### src/rtl/prgm_sequencer.sv
// Command-driven initiator for the FPGAComputer programming interface: turns
// write / execute-read commands into timed SEL/PRGM_IN/OP/PRGM/OE sequences.
//
// state  | meaning
// -------+-----------------------------------------------------------
// IDLE   | CMD_READY high, waiting for a command handshake
// SETUP  | SEL/PRGM_IN/OP driven, PRGM and OE low
// STROBE | PRGM high (write)
// HOLD   | PRGM low again, SEL/PRGM_IN still stable (write)
// SETTLE | OE high, BUS_OUT captured on the last cycle (read)
// RESP   | RSP_VALID high with captured data, waiting for RSP_READY
module prgm_sequencer #(
  parameter int SETUP_CYC  = 1,
  parameter int STROBE_CYC = 1,
  parameter int HOLD_CYC   = 1,
  parameter int SETTLE_CYC = 2
) (
  input  logic       CLK,
  input  logic       RESET,
  input  logic       CMD_VALID,
  output logic       CMD_READY,
  input  logic       CMD_KIND,
  input  logic [3:0] CMD_SEL,
  input  logic [7:0] CMD_DATA,
  input  logic [2:0] CMD_OP,
  output logic       RSP_VALID,
  input  logic       RSP_READY,
  output logic [7:0] RSP_DATA,
  output logic [3:0] SEL,
  output logic [7:0] PRGM_IN,
  output logic [2:0] OP,
  output logic       PRGM,
  output logic       OE,
  input  logic [7:0] BUS_OUT,
  output logic       BUSY
);

  localparam logic [2:0] ST_IDLE   = 3'd0;
  localparam logic [2:0] ST_SETUP  = 3'd1;
  localparam logic [2:0] ST_STROBE = 3'd2;
  localparam logic [2:0] ST_HOLD   = 3'd3;
  localparam logic [2:0] ST_SETTLE = 3'd4;
  localparam logic [2:0] ST_RESP   = 3'd5;

  // A phase length of zero is treated as one cycle.
  localparam logic [3:0] SETUP_LD  = (SETUP_CYC  < 1) ? 4'd1 : SETUP_CYC[3:0];
  localparam logic [3:0] STROBE_LD = (STROBE_CYC < 1) ? 4'd1 : STROBE_CYC[3:0];
  localparam logic [3:0] HOLD_LD   = (HOLD_CYC   < 1) ? 4'd1 : HOLD_CYC[3:0];
  localparam logic [3:0] SETTLE_LD = (SETTLE_CYC < 1) ? 4'd1 : SETTLE_CYC[3:0];

  logic [2:0] state;
  logic [3:0] cnt;
  logic       kind;
  logic       expired;

  assign expired = (cnt == 4'd1);

  always_ff @(posedge CLK) begin
    if (RESET) begin
      state     <= ST_IDLE;
      cnt       <= 4'd0;
      kind      <= 1'b0;
      CMD_READY <= 1'b0;
      RSP_VALID <= 1'b0;
      RSP_DATA  <= 8'h00;
      SEL       <= 4'h0;
      PRGM_IN   <= 8'h00;
      OP        <= 3'd0;
      PRGM      <= 1'b0;
      OE        <= 1'b0;
      BUSY      <= 1'b0;
    end else begin
      case (state)
        ST_IDLE: begin
          // CMD_READY comes up one edge after reset, so no command can be
          // taken on the release edge itself.
          if (!CMD_READY) begin
            CMD_READY <= 1'b1;
          end else if (CMD_VALID) begin
            SEL       <= CMD_SEL;
            OP        <= CMD_OP;
            kind      <= CMD_KIND;
            if (!CMD_KIND) PRGM_IN <= CMD_DATA;
            CMD_READY <= 1'b0;
            BUSY      <= 1'b1;
            cnt       <= SETUP_LD;
            state     <= ST_SETUP;
          end
        end
        ST_SETUP: begin
          if (expired) begin
            if (kind) begin
              OE    <= 1'b1;
              cnt   <= SETTLE_LD;
              state <= ST_SETTLE;
            end else begin
              PRGM  <= 1'b1;
              cnt   <= STROBE_LD;
              state <= ST_STROBE;
            end
          end else begin
            cnt <= cnt - 4'd1;
          end
        end
        ST_STROBE: begin
          if (expired) begin
            PRGM  <= 1'b0;
            cnt   <= HOLD_LD;
            state <= ST_HOLD;
          end else begin
            cnt <= cnt - 4'd1;
          end
        end
        ST_HOLD: begin
          if (expired) begin
            BUSY      <= 1'b0;
            CMD_READY <= 1'b1;
            state     <= ST_IDLE;
          end else begin
            cnt <= cnt - 4'd1;
          end
        end
        ST_SETTLE: begin
          if (expired) begin
            RSP_DATA  <= BUS_OUT;
            RSP_VALID <= 1'b1;
            OE        <= 1'b0;
            state     <= ST_RESP;
          end else begin
            cnt <= cnt - 4'd1;
          end
        end
        ST_RESP: begin
          if (RSP_READY) begin
            RSP_VALID <= 1'b0;
            BUSY      <= 1'b0;
            CMD_READY <= 1'b1;
            state     <= ST_IDLE;
          end
        end
        default: begin
          PRGM      <= 1'b0;
          OE        <= 1'b0;
          RSP_VALID <= 1'b0;
          BUSY      <= 1'b0;
          CMD_READY <= 1'b0;
          state     <= ST_IDLE;
        end
      endcase
    end
  end

endmodule
### config.mk
export PLATFORM = sky130hd
export DESIGN_NAME = prgm_sequencer
export DESIGN_NICKNAME = d
export VERILOG_FILES = /design/src/rtl/prgm_sequencer.sv
export SDC_FILE = /design/constraint.sdc
export NUM_CORES = 1
export LEC_CHECK = 0
export CORE_MARGIN = 2
export CORE_UTILIZATION = 42
export DETAILED_ROUTE_END_ITERATION = 16
export GPL_TIMING_DRIVEN = 0
export PLACE_DENSITY = 0.75
export SLEW_MARGIN = 10
export SYNTH_ARGS = -nofsm -noshare
export SYNTH_HDL_FRONTEND = slang
export SYNTH_SLANG_ARGS = --single-unit
### constraint.sdc
create_clock -name CLK -period 2 [get_ports CLK]
set_input_delay 0.5 -clock CLK [delete_from_list [all_inputs] [get_ports CLK]]
set_output_delay 0.5 -clock CLK [all_outputs]
set_load 0.05 [all_outputs]
# Yosys cells after proc, flatten, opt, wreduce, memory -nomap -nowiden
# Index checks and enable logic that the tools add are counted.
# Widths: inputs -> output; s select.
# word_totals
out_inout_bits	28
elab_cells	84
input_bits	28
register_bits	36
# classes
reduce_logical	17
add_sub_neg	1
muxes	33
bitwise_logic	5
eq_ne	16
# op_table
operator	count
$mux 3	8
$mux 4	5
$ne 2x2->1 const B	10
$pmux 3 s6	1
$pmux 4 s4	1
$reduce_and 4->1	4
$mux 1	12
$reduce_or 4->1	3
$pmux 1 s3	3
$reduce_and 3->1	3
$pmux 1 s4	2
$reduce_and 7->1	1
$eq 3x2->1 const B	2
$eq 3x3->1 const B	2
$not 1->1	5
$reduce_and 5->1	1
$eq 4x1->1 const B	1
$reduce_bool 4->1	1
$sub 4x1->4 const B	1
$eq 3x1->1 const B	1
$logic_not 3->1	1
$reduce_or 3->1	1
$mux 2	1
$reduce_and 2->1	1
$reduce_or 2->1	1

# Depth between registers and ports, before layout
# Gate-level depths: netlist of the first run.
# depth
depth_word	4
depth_mapped	8
depth_no_buf	7

# Least setup slack after synthesis of the first run
# OpenSTA, ideal clock, no wires.
# synth_timing
kind	register to register
from	register CMD_READY
to	register PRGM_IN[7]
arrival_time_ps	1370
setup_ps	132
t_required_ps	1868
stages_incl_launch_ff	5
slack_ps	498
period_less_slack_ps	1502
path_buffers	1
cell_sequence	dfxtp_1 nand3_2 buf_2 o21ai_1 a21oi_1
# synth_via
elab_chain_cells	1
# synth_rtl
item	line_no	text
from (decl)	21	output logic CMD_READY,
from (signal assigned)	63	CMD_READY <= 1'b0;
from (signal assigned)	78	CMD_READY <= 1'b1;
from (signal assigned)	84	CMD_READY <= 1'b0;
$reduce_and 4->1 (no line)	-	
to (signal assigned)	67	PRGM_IN <= 8'h00;
to (signal assigned)	83	if (!CMD_KIND) PRGM_IN <= CMD_DATA;
to (decl)	30	output logic [7:0] PRGM_IN,
# No other way between the ends.
# A chain may end at the register's enable or synchronous reset.

# Worst setup path in the final report of the first run
# layout_timing
from	register RSP_DATA[7]
to	output RSP_DATA[7]
# layout_rtl
item	line_no	text
from (decl)	28	output logic [7:0] RSP_DATA,
from (signal assigned)	65	RSP_DATA <= 8'h00;
from (signal assigned)	125	RSP_DATA <= BUS_OUT;
# No word-level cell between the ends.

==> results.md, run 1 <==
* Final Core Density at a little over three fifths
* Post-Layout Cell Count at slightly above 300
* Final hold viol count at 0
* Net Count, Synth at 228
* Synth Warn # at 0
* Antenna diode count at 0
* Final Cycle Share at approximately 97%
* Initial drt markers at 50
* Worst-margin pin slew at 0.515 ns
* Crit path largest cell delay at about 0.8 ns
* Unrepaired setup endpoints after global routing: false
* Clock-pin slew on the worst setup and hold paths at 0.07 ns
* Synthesized cell area at about 0.0016 mm2
* Number of cell rows at 22
* I/O Buffers at 53
* Starting Density at approximately 44%
* Fmax at a little over 0.5 GHz
* Initial antenna violation count at 0
* Placed instance count at between 200 and 300
* Syn-to-layout area delta at 41.7%
* Pwr Density at 776 mW/mm2
* Setup TNS at 0 ns
* Number of synthesized flops with an enable pin at 0
* CP Data Arrival Time at between 1 and 1.5 ns
* H-tree Lvls at 2
* All-Layer GR Usage at about a fifth
* # setup viols final at 0
* Pleak at 0.000947 uW
* Asr flop ratio synth at 0%
* CTS buffer count at 5
* Clock Sink Count at 36
* Tmin final at just under 2 ns
* DP Area at approximately 0.0022 mm2
* Post-DR vias/cell at 5.12
* ANT nets after route at 0
* Fillers at about 340
* Cell family with most CP delay: buffers and inverters
* Fin area at about 0.0023 mm2
* DR WL/cell at between 10 and 15 um
* First-pass GRT wire length at around 6500 um
* CP max-delay cell: clkdlybuf4s50_1
* DRC at 0
* Drt first pass iters at 4
* Routed WL at approximately 3800 um
* CTS Buffer Depth at 2
* Die outline height at approximately 66 um
* Hold Crit Class: reg -> reg
* Status: completed
* CTS root buf: clkbuf_8
* Primary FF master, synth: dfxtp_1
* TritonCTS clock tree: built
* DIE AREA at approximately 0.0044 mm2
* Total of max-cap violations at 0
* Crit-path cells: clkdlybuf4s50_1
* Crit path buffers/inverters at 1
* Via Count at approximately 1.6k
* Core footprint at 0.00372 mm2
* #FFs+latches synth at 36
* Worst Setup Path Type: reg -> out
* Average cell area after synthesis at approximately 8.3 um2
* WP data required at 1.50 ns
* Critical Path Source Type: flop
* Post-DP HPWL at approximately 2700 um
* Vias in the first global route at between 1k and 1.5k
* Worst setup margin at approximately 0.065 ns
* Gp weighted congestion at around 0.82
* Skew final at approximately 0.0029 ns
* Most frequent cells in the layout: 48 x clkdlybuf4s50_1, 36 x dfxtp_1, 35 x nand2_1
* Clock Latency Late Sink at 0.29 ns
* IO Count at 56
* Final slew viol count at 0
* Final #Nets at 288
* Critical path peak fanout at 2
* Commonest non-fill, non-tap cell in the layout: clkdlybuf4s50_1
* Pre-CTS setup slack at between 0.15 and 0.2 ns
* Largest net degree at the start of global routing at 13
* Register area share after synthesis at 44.0%
* Die X at ~66 um
* Max VDD drop at around 0.5 mV
* Setup Fix Bufs, Post-CTS at 0
* Fraction of layout cells with a size suffix above 1 at 10.0%
* Syn Inst Count at between 150 and 200
* Max-Slew Margin vs Limit at approximately two thirds
* Final global-route overflow total at 0
* Setup crit end kind: output pin
* Unique masters post-synth at 40
[metal layers]
layer  vias up  routed length [um]  GRT usage [%]
met5         -                   0              0
met4         0                  61           8.16
met3         6                 272           7.09
met2        50                1660           28.4
met1       708                1790           24.4
li1        807                   -              -
[flip-flops by register name, summed over array words and instances, names as in the netlist]
signal     cells
RSP_DATA       8
cnt            4
kind           1
SEL            4
CMD_READY      1
PRGM_IN        8
OE             1
state          3
RSP_VALID      1
OP             3
PRGM           1
BUSY           1
[per-stage QoR]
step                hold slack (ns)  power, uW
global route                  0.485       1900
detailed placement            0.446       1310
global placement              0.442       1310
CTS                           0.457       1820
finish                        0.456       1800
floorplan                     0.471       1150
[final timing paths]
check / from / slack (ns) / cells after the start / end
max reg2reg: cnt[0] / 0.33 / 7 / cnt[3]
max: RSP_DATA[7] / 0.07 / 1 / RSP_DATA[7]
min: SEL[1] / 0.46 / 2 / SEL[1]
min reg2reg: SEL[1] / 0.46 / 2 / SEL[1]
[cells in the mapped netlist, types with 3 or more instances]
| master | number | area (um2) |
|---|---|---|
| clkbuf_1 | 6 | 22.5 |
| a21oi_1 | 25 | 125 |
| inv_1 | 6 | 22.5 |
| buf_2 | 3 | 15.0 |
| nor3_1 | 4 | 20.0 |
| nor2_1 | 13 | 48.8 |
| o21ai_0 | 4 | 20.0 |
| dfxtp_1 | 36 | 721 |
| mux2i_1 | 8 | 80.1 |
| nor3_2 | 4 | 40.0 |
| o22ai_1 | 3 | 18.8 |
| nand2_1 | 35 | 131 |
| o21ai_1 | 16 | 80.1 |
[cell families (layout without fill, tap and decap cells)]
group                      count (synthesis)  after routing  synth area share (%)
AOI/OAI and AO/OA                         62             62                  22.3
adders and majority gates                  2              2                  1.53
muxes                                      8              8                  4.89
buffers and inverters                     19             80                  5.50
DFF                                       36             36                  44.0
and+or+nand+nor                           71             71                  21.8
[area by class of cell]
class	instances	area (um2)	area share [%]
multi-input cells	143	828	35.7
flip-flops and latches	36	721	31.0
repair buffers	53	536	23.1
clock buffers	5	68.8	2.96
plain buffers	12	63.8	2.75
well taps	48	60.1	2.59
inverters	7	26.3	1.13
clock inverters	3	18.8	0.808
[tightest hold or removal path, cell delays in order (launching register included)]
cell and delay, ns:
dfxtp_1 0.31, nand2_1 0.05, a21oi_1 0.05
[where the power goes]
| group | switching (uW) | internal (uW) | leakage, uW |
|---|---|---|---|
| clock | 267 | 242 | 0.0000479 |
| combinational | 296 | 197 | 0.000607 |
| sequential | 37.5 | 761 | 0.000292 |
[what timing repair did]
item                                    CTS  global route
gates resized for setup                   2             3
hold buffers                              0             0
pin swaps                                 0             0
endpoints found under the setup margin    2             3
No activity file was read; power rests on OpenSTA's default activity.
==> run 2, diff against run 1 <==
--- a/config.mk
+++ b/config.mk
@@ -10,7 +10,6 @@
 export DETAILED_ROUTE_END_ITERATION = 16
 export GPL_TIMING_DRIVEN = 0
 export PLACE_DENSITY = 0.75
-export SLEW_MARGIN = 10
 export SYNTH_ARGS = -nofsm -noshare
 export SYNTH_HDL_FRONTEND = slang
 export SYNTH_SLANG_ARGS = --single-unit
==> constraint.sdc (replaced) <==
create_clock -name CLK -period 2 [get_ports CLK]
set_input_delay 0.5 -clock CLK [delete_from_list [all_inputs] [get_ports CLK]]
set_output_delay 0.5 -clock CLK [all_outputs]
set_load 0.01 [all_outputs]
==> run 2 against run 1 <==
Against the previous run: cell area fell by 0.22%; largest power group unchanged; critical path depth is the same; worst hold slack lost 0.00061 ns; final cell count unchanged; non-clock buffer count unchanged; first-iteration DRC count increased by 42%; sequential share of layout area increased by 0.067 points; register-to-register slack is essentially flat; clock-buffer cell count unchanged; wire length decreased by 0.26%; critical path type unchanged; power is 4.4% lower; die area stayed put.
==> results.md, run 2 (synthesis results as in run 1) <==
* Status: completed
* Final Cycle Share at 88.6% (-8.1 points)
* H-tree Lvls at 2 (unchanged)
* TritonCTS clock tree: built
* Final Core Density at 62.4% (-0.13 points)
* Largest net degree at the start of global routing at 13 (unchanged)
* Final global-route overflow total at 0 (unchanged)
* Crit path largest cell delay at 0.58 ns (-0.22 ns)
* Setup crit end kind: output pin
* Initial drt markers at 71 (+42%)
* Die X at 66.5 um (unchanged)
* First-pass GRT wire length at 6470 um (unchanged)
* Initial antenna violation count at 0 (unchanged)
* CTS Buffer Depth at 2 (unchanged)
* # hold bufs at CTS at 0 (unchanged)
* All-Layer GR Usage at 19.0% (unchanged)
* Starting Density at 44.1% (unchanged)
* I/O Buffers at 53 (unchanged)
* Crit-path cells: clkdlybuf4s50_1
* Max VDD drop at 0.477 mV (-4.3%)
* Hold Crit Class: reg -> reg
* Crit path buffers/inverters at 1 (unchanged)
* Final #Nets at 288 (unchanged)
* CP Data Arrival Time at 1.27 ns (-0.16 ns)
* Worst-margin pin slew at 0.466 ns (-0.0491 ns)
* Core footprint at 0.00372 mm2 (unchanged)
* Skew final at 0.00307 ns (+0.000204 ns)
* DR WL/cell at 12.3 um (-0.26%)
* Clock Latency Late Sink at 0.29 ns (about the same)
* Clock-pin slew on the worst setup and hold paths at 0.07 ns (about the same)
* Via Count at 1,568 (-0.19%)
* Final hold viol count at 0 (unchanged)
* DIE AREA at 0.00442 mm2 (unchanged)
* Pleak at 0.000885 uW (-6.5%)
* CTS root buf: clkbuf_8
* Cell family with most CP delay: buffers and inverters
* Clock Sink Count at 36 (unchanged)
* Antenna diode count at 0 (unchanged)
* IO Count at 56 (unchanged)
* Total of max-cap violations at 0 (unchanged)
* Post-DR vias/cell at 5.11 (-0.19%)
* Critical Path Source Type: flop
* Most frequent cells in the layout: 53 x clkdlybuf4s50_1, 36 x dfxtp_1, 35 x nand2_1
* WP data required at 1.50 ns (about the same)
* Number of cell rows at 22 (unchanged)
* Largest regs: PRGM_IN (8), RSP_DATA (8)
* Die outline height at 66.5 um (unchanged)
* Fraction of layout cells with a size suffix above 1 at 10.0% (unchanged)
* Commonest non-fill, non-tap cell in the layout: clkdlybuf4s50_1
* DRC at 0 (unchanged)
* Syn-to-layout area delta at 41.4%
* ANT nets after route at 0 (unchanged)
* Post_cts resized at 0 (-2)
* Worst Setup Path Type: reg -> out
* Setup TNS at 0 ns (unchanged)
* Final slew viol count at 0 (unchanged)
* Fmax at 0.564 GHz (+9.2%)
* Gp weighted congestion at 0.822 (unchanged)
* Critical path peak fanout at 5 (+3)
* Max-Slew Margin vs Limit at 68.9% (+3.3 points)
* # setup viols final at 0 (unchanged)
* Vias in the first global route at 1,461 (unchanged)
* CTS buffer count at 5 (unchanged)
* Drt first pass iters at 4 (unchanged)
* Routed WL at 3770 um (-0.26%)
* Setup Fix Bufs, Post-CTS at 0 (unchanged)
* Post-DP HPWL at 2650 um (unchanged)
* Tmin final at 1.77 ns (-0.163 ns)
* CP max-delay cell: clkdlybuf4s50_1
* Unrepaired setup endpoints after global routing: false
* Pwr Density at 743 mW/mm2 (-4.2%)
[run 2: changes by cell type in the layout (fill, tap and decap cells not counted)]
cell | previous run | this run
clkdlybuf4s50_1 | 48 | 53
dlygate4sd2_1 | 2 | 0
dlymetal6s2s_1 | 3 | 0
[run 2: routing by layer]
metal | routed length (um) | vias to the layer above | share of wire, % | global-route usage, %
li1 | - | 807 | - | -
met1 | 1780 | 705 | 47 | 24.4
met2 | 1650 | 50 | 44 | 28.4
met3 | 276 | 6 | 7.3 | 7.09
met4 | 61 | 0 | 1.6 | 8.16
met5 | 0 | - | 0 | 0
[run 2: final timing paths]
check | start | end | slack, ns | depth (start not counted)
min reg2reg | SEL[1] | SEL[1] | 0.46 | 2
max reg2reg | cnt[0] | cnt[3] | 0.33 | 7
max | CMD_READY | CMD_READY | 0.23 | 1
min | SEL[1] | SEL[1] | 0.46 | 2
[run 2: area by class of cell]
cell class	instances	area [um2]
multi-input combinational	143	828
clock buffer	5	68.8
timing repair buffer	53	531
clock inverter	3	18.8
buffer	12	63.8
fill	342	1400
sequential	36	721
inverter	7	26.3
tap	48	60.1
[run 2: where the power goes]
group / leakage, uW / internal (uW) / total [uW] / switching [uW]
Clock: 0.0000479 / 242 / 509 / 267
Combinational: 0.000545 / 203 / 413 / 209
Sequential: 0.000292 / 761 / 799 / 38.0
Total: 0.000885 / 1210 / 1720 / 514
[run 2: metrics by stage]
| stage | area [um2] | hold slack, ns | instances | total power (uW) | setup slack, ns |
|---|---|---|---|---|---|
| finish | 2320 | 0.455 | 307 | 1720 | 0.228 |
| global placement | 2230 | 0.442 | 299 | 1220 | 0.159 |
| CTS | 2320 | 0.457 | 307 | 1740 | 0.215 |
| detailed placement | 2230 | 0.446 | 299 | 1230 | 0.159 |
| floorplan | 1640 | 0.471 | 198 | 1060 | 0.500 |
| global route | 2320 | 0.485 | 307 | 1820 | 0.165 |
